`src/rtl/instr_fetch.sv`:
```
// Instruction fetch stage: owns the PC, fetches one word per instruction over
// the imem req/ack handshake and issues it with its PC under valid/ready.
// Optional illegal-encoding check: define IF_ILLEGAL_CHECK_EN.
module instr_fetch #(
    parameter logic [31:0] RESET_PC     = 32'h0000_0000,
    parameter int          IMEM_TIMEOUT = 15
) (
    input  logic        clk,
    input  logic        rst,
    output logic        imem_req_o,
    output logic [31:0] imem_addr_o,
    input  logic        imem_ack_i,
    input  logic [31:0] imem_rdata_i,
    output logic        valid_o,
    input  logic        ready_i,
    output logic [31:0] idata_o,
    output logic [31:0] pc_o,
    input  logic        branch_taken_i,
    input  logic [31:0] branch_target_i,
    output logic        fault_o,
    output logic [1:0]  fault_cause_o
);

    // A zero timeout disables the watchdog; keep the counter at least 1 bit wide.
    localparam int CW = (IMEM_TIMEOUT > 0) ? $clog2(IMEM_TIMEOUT + 1) : 1;
    localparam logic [CW-1:0] TO_LAST = CW'((IMEM_TIMEOUT > 0) ? IMEM_TIMEOUT - 1 : 0);

`ifdef IF_ILLEGAL_CHECK_EN
    localparam bit ILLEGAL_CHECK = 1'b1;
`else
    localparam bit ILLEGAL_CHECK = 1'b0;
`endif

    localparam logic [1:0] CAUSE_NONE      = 2'd0;
    localparam logic [1:0] CAUSE_TIMEOUT   = 2'd1;
    localparam logic [1:0] CAUSE_MISALIGN  = 2'd2;
    localparam logic [1:0] CAUSE_ILLEGAL   = 2'd3;

    typedef enum logic [1:0] {
        S_IDLE  = 2'd0,
        S_FETCH = 2'd1,
        S_ISSUE = 2'd2,
        S_FAULT = 2'd3
    } state_t;

    state_t          state_q, state_d;
    logic [31:0]     pc_q, pc_d;
    logic [31:0]     ir_q, ir_d;
    logic [CW-1:0]   cnt_q, cnt_d;
    logic [1:0]      cause_q, cause_d;

    // State register; reset is asynchronous so outputs drop the instant rst rises.
    always_ff @(posedge clk or posedge rst) begin
        if (rst) begin
            state_q <= S_IDLE;
            pc_q    <= RESET_PC;
            ir_q    <= 32'h0;
            cnt_q   <= '0;
            cause_q <= CAUSE_NONE;
        end else begin
            state_q <= state_d;
            pc_q    <= pc_d;
            ir_q    <= ir_d;
            cnt_q   <= cnt_d;
            cause_q <= cause_d;
        end
    end

    // Next-state logic: fetch, issue, redirect and fault detection.
    always_comb begin
        state_d = state_q;
        pc_d    = pc_q;
        ir_d    = ir_q;
        cnt_d   = cnt_q;
        cause_d = cause_q;
        case (state_q)
            S_IDLE: begin
                state_d = S_FETCH;
                cnt_d   = '0;
            end
            S_FETCH: begin
                if (imem_ack_i) begin
                    ir_d    = imem_rdata_i;
                    cnt_d   = '0;
                    // The word is still captured so it can be inspected after a fault.
                    if (ILLEGAL_CHECK && (imem_rdata_i[1:0] != 2'b11)) begin
                        state_d = S_FAULT;
                        cause_d = CAUSE_ILLEGAL;
                    end else begin
                        state_d = S_ISSUE;
                    end
                end else if (IMEM_TIMEOUT != 0) begin
                    // cnt_q counts completed ack-less cycles; the last allowed cycle is TO_LAST+1.
                    if (cnt_q == TO_LAST) begin
                        state_d = S_FAULT;
                        cause_d = CAUSE_TIMEOUT;
                    end else begin
                        cnt_d = cnt_q + CW'(1);
                    end
                end
            end
            S_ISSUE: begin
                if (ready_i) begin
                    cnt_d = '0;
                    if (branch_taken_i) begin
                        // Misaligned targets are kept in pc for debug visibility.
                        pc_d = branch_target_i;
                        if (branch_target_i[1:0] != 2'b00) begin
                            state_d = S_FAULT;
                            cause_d = CAUSE_MISALIGN;
                        end else begin
                            state_d = S_FETCH;
                        end
                    end else begin
                        pc_d    = pc_q + 32'd4;
                        state_d = S_FETCH;
                    end
                end
            end
            S_FAULT: begin
                state_d = S_FAULT;
            end
            default: begin
                state_d = S_IDLE;
            end
        endcase
    end

    // Outputs are decoded from registered state only.
    always_comb begin
        imem_req_o    = (state_q == S_FETCH);
        imem_addr_o   = pc_q;
        valid_o       = (state_q == S_ISSUE);
        idata_o       = ir_q;
        pc_o          = pc_q;
        fault_o       = (state_q == S_FAULT);
        fault_cause_o = cause_q;
    end

endmodule

```
`config.mk`:
```
export PLATFORM = sky130hd
export DESIGN_NAME = instr_fetch
export DESIGN_NICKNAME = d
export VERILOG_FILES = /design/src/rtl/instr_fetch.sv
export SDC_FILE = /design/constraint.sdc
export NUM_CORES = 1
export LEC_CHECK = 0
export ABC_AREA = 0
export BUFFER_PORTS_ARGS = -buffer_cell sky130_fd_sc_hd__buf_2
export CORE_UTILIZATION = 48
export CTS_CLUSTER_SIZE = 16
export DETAILED_ROUTE_END_ITERATION = 16
export PLACE_DENSITY = 0.86
export SKIP_LAST_GASP = 1
export SYNTH_ARGS = -nofsm -noshare
export SYNTH_HDL_FRONTEND = slang
export SYNTH_SLANG_ARGS = --single-unit
export TNS_END_PERCENT = 10
```
`constraint.sdc`:
```
create_clock -name clk -period 3.1 [get_ports clk]
set_clock_uncertainty 0.1 [all_clocks]
set_input_delay 0.62 -clock clk [delete_from_list [all_inputs] [get_ports clk]]
set_output_delay 0.62 -clock clk [all_outputs]
set_load 0.05 [all_outputs]
```
==> flow_summary.toml <==
[setup_path]
max_stage_delay_ns = 0.74
critPathMaxFanout = 9
critPathCaptureType = "register"
cp_data_arrival_time_ns = 2.55
path_delay_family = "simple AND/OR/NAND/NOR gates"
path_cells = "nand4_4 -> or4_1 -> nor4_1 -> mux2_2"
worst_path_max_delay_cell = "or4_1"
crit_type = "register to register"
cp.buffers_inverters = 0
worst-endpoint-required_ns = 3.25
critPathLaunchType = "register"

[pwr]
internal_power_mw = 2.18
p_seq_frac = 0.324
p_per_area_mw_per_mm2 = 1010
p_comb_frac = 0.530
p_leak_nw = 2.37
ir_drop_uv = 582
p_sw_frac = 0.558
power.share.clock = 0.146
p_sw_mw = 2.76

[min_path]
hp-class = "primary input to asynchronous set/reset pin"

[clocking]
cts_tree = "built"
cts_resized = 0
numCtsBuffers = 9
ctsLongestPathBuffers = 2
h-tree-depth = 3
cts-root-buf = "clkbuf_8"
post_cts_buffers = 0
cts_sinks = 72
ctsHoldBuffers = 0
clkLatencyLatePin_ns = 0.35
clkTransAtPathRegs_ns = 0.09

[floorplanning]
ios = 170
row_count = 32
start_util = 0.506
fp.dieH_um = 92.9
fp.dieW_um = 92.9
core_mm2 = 0.00785
dieArea_mm2 = 0.00864

[timing]
tns_ns = 0
setup_slack_ns = 0.693
period_needed_ns = 2.41
fmax_mhz = 415
timing.final.crit_share = 0.776
finalMaxSlewViolations = 0
hold_viol_final = 0
worst_pin_slew_ns = 0.629
setup_viol = 0
slew_headroom = 0.577
grt_setup_unrepaired = "false"

[placed_design]
numPortBuffers = 169
dp_hpwl_um = 7780
gp_congestion = 0.883
dpl_worst_slack_ns = 0.777
placed_area_mm2 = 0.00472

[cells_and_area]
fin_area_mm2 = 0.00490
antenna_cells = 0
area_growth_pct = 23.6
drive_gt1_frac = 0.432
nets = 615

[drt]
drt_iter0_markers = 330
drc = 0
final_antenna_net_count = 0
dr.pass1.iters = 6
vias = 3761
wirelength_um = 10700
wl_per_cell_um = 16.5
via_per_inst = 5.79

[global_routing]
grt_antenna_before_repair = 0
grt_pass1_vias = 3381
track_usage = 0.248
grt_start_max_net_pins = 73
grt_pass1_wl_um = 16700
overflow = 0

[yosys]
ys.flop_type = "dfrtp_1"
avgSynthCellArea_um2 = 9.80
async_reset_ff_frac = 1.00
syn_nets = 477
syn-instance-count = 405
ys_ff_latch = 72
synth_edf_count = 0
synth_cell_types = 54
ys_seq_area_frac = 0.454
synthesis.area_mm2 = 0.00397
synth_warnings = 0

[run]
cap_violations = 0

[outcome]
status = "complete, no violations"
## power by group through the flow
stage	Sequential, mW	Combinational, mW	Clock [mW]
global route	1.65	2.72	0.775
CTS	1.60	2.64	0.730
global placement	1.58	2.60	0
finish	1.60	2.62	0.721
detailed placement	1.62	2.63	0
floorplan	2.75	0.995	0
## worst min-delay path: stages
cell    delay [ns]
buf_2         0.10
inv_2         0.06
buf_12        0.34
## worst paths after layout
kind                               startpoint          endpoint  slack [ns]  cells past startpoint
max                            imem_addr_o[4]   imem_addr_o[31]        0.69                      4
min                                       rst       idata_o[28]        0.24                      3
max reg2reg                    imem_addr_o[4]   imem_addr_o[31]        0.69                      4
min reg2reg                  fault_cause_o[1]  fault_cause_o[1]        0.40                      1
max in group asynchronous                 rst   imem_addr_o[27]        2.36                      3
min in group clk           branch_target_i[0]    imem_addr_o[0]        0.36                      3
## cell usage in the layout (no fill, tap or decap), types with 12 or more instances in the layout
cell / instances
buf_2: 169
dfrtp_1: 72
mux2_2: 34
nand2_1: 26
nor2_1: 22
o21ai_0: 22
nand3_1: 21
a21oi_1: 18
nor3_1: 15
nor4_1: 12
## area by class of cell
type                       instances  area (um2)
fill                             684        2940
clock inverter                     7        63.8
timing repair buffer             180         941
multi-input combinational        268        1800
sequential                        72        1800
tap                              102         128
clock buffer                       9         124
inverter                          12        45.0
## Yosys cell counts, types with 2 or more instances
library cell	count	area share
o31ai_1	2	0.0038
a311oi_1	3	0.0066
nor2_1	22	0.021
o21ai_0	22	0.028
a22oi_1	5	0.0095
a31oi_1	5	0.0079
nor3_1	15	0.019
mux2i_1	6	0.015
clkbuf_1	15	0.014
a21oi_1	18	0.023
a211o_1	3	0.0066
nand3b_1	2	0.0038
buf_1	5	0.0047
o22ai_1	2	0.0032
and3_1	5	0.0079
nand2_1	26	0.025
ha_1	3	0.0095
o22a_1	2	0.0044
and4_1	3	0.0066
a211oi_1	7	0.013
mux2_2	34	0.096
nand4_1	10	0.016
buf_4	32	0.061
o2bb2ai_1	6	0.013
dfrtp_1	72	0.45
inv_1	11	0.010
and2_1	3	0.0047
nand3_1	21	0.026
nor4_1	12	0.019
nor2b_1	3	0.0047
or3_1	7	0.011
## per-layer routing
layer	track usage	wire, um
met5	0	0
met4	0.0962	244
met3	0.0394	651
met2	0.401	5320
met1	0.335	4480
## registers in the layout, summed over array words and instances (netlist names)
| name | count |
|---|---|
| state_q | 2 |
| fault_cause_o | 2 |
| imem_addr_o | 32 |
| idata_o | 32 |
| cnt_q | 4 |
## stage by stage
step / util / instances / hold slack, ns / power [mW]
6_report: 0.625 / 650 / 0.241 / 4.95
5_1_grt: 0.625 / 650 / 0.277 / 5.14
4_1_cts: 0.625 / 650 / 0.256 / 4.97
3_5_place_dp: 0.601 / 634 / 0.387 / 4.25
3_3_place_gp: 0.601 / 634 / 0.370 / 4.19
2_1_floorplan: - / 405 / 0.401 / 3.75
## kinds of logic after synthesis
group / Yosys count / synth area share
and+or+nand+nor: 138 / 0.187
AOI/OAI and AO/OA: 86 / 0.143
DFF: 72 / 0.454
buffers and inverters: 65 / 0.0921
muxes: 40 / 0.112
adders and majority gates: 3 / 0.00946
xor gates and xnor gates: 1 / 0.00221
Note: power is estimated with default switching activity, not from simulation.
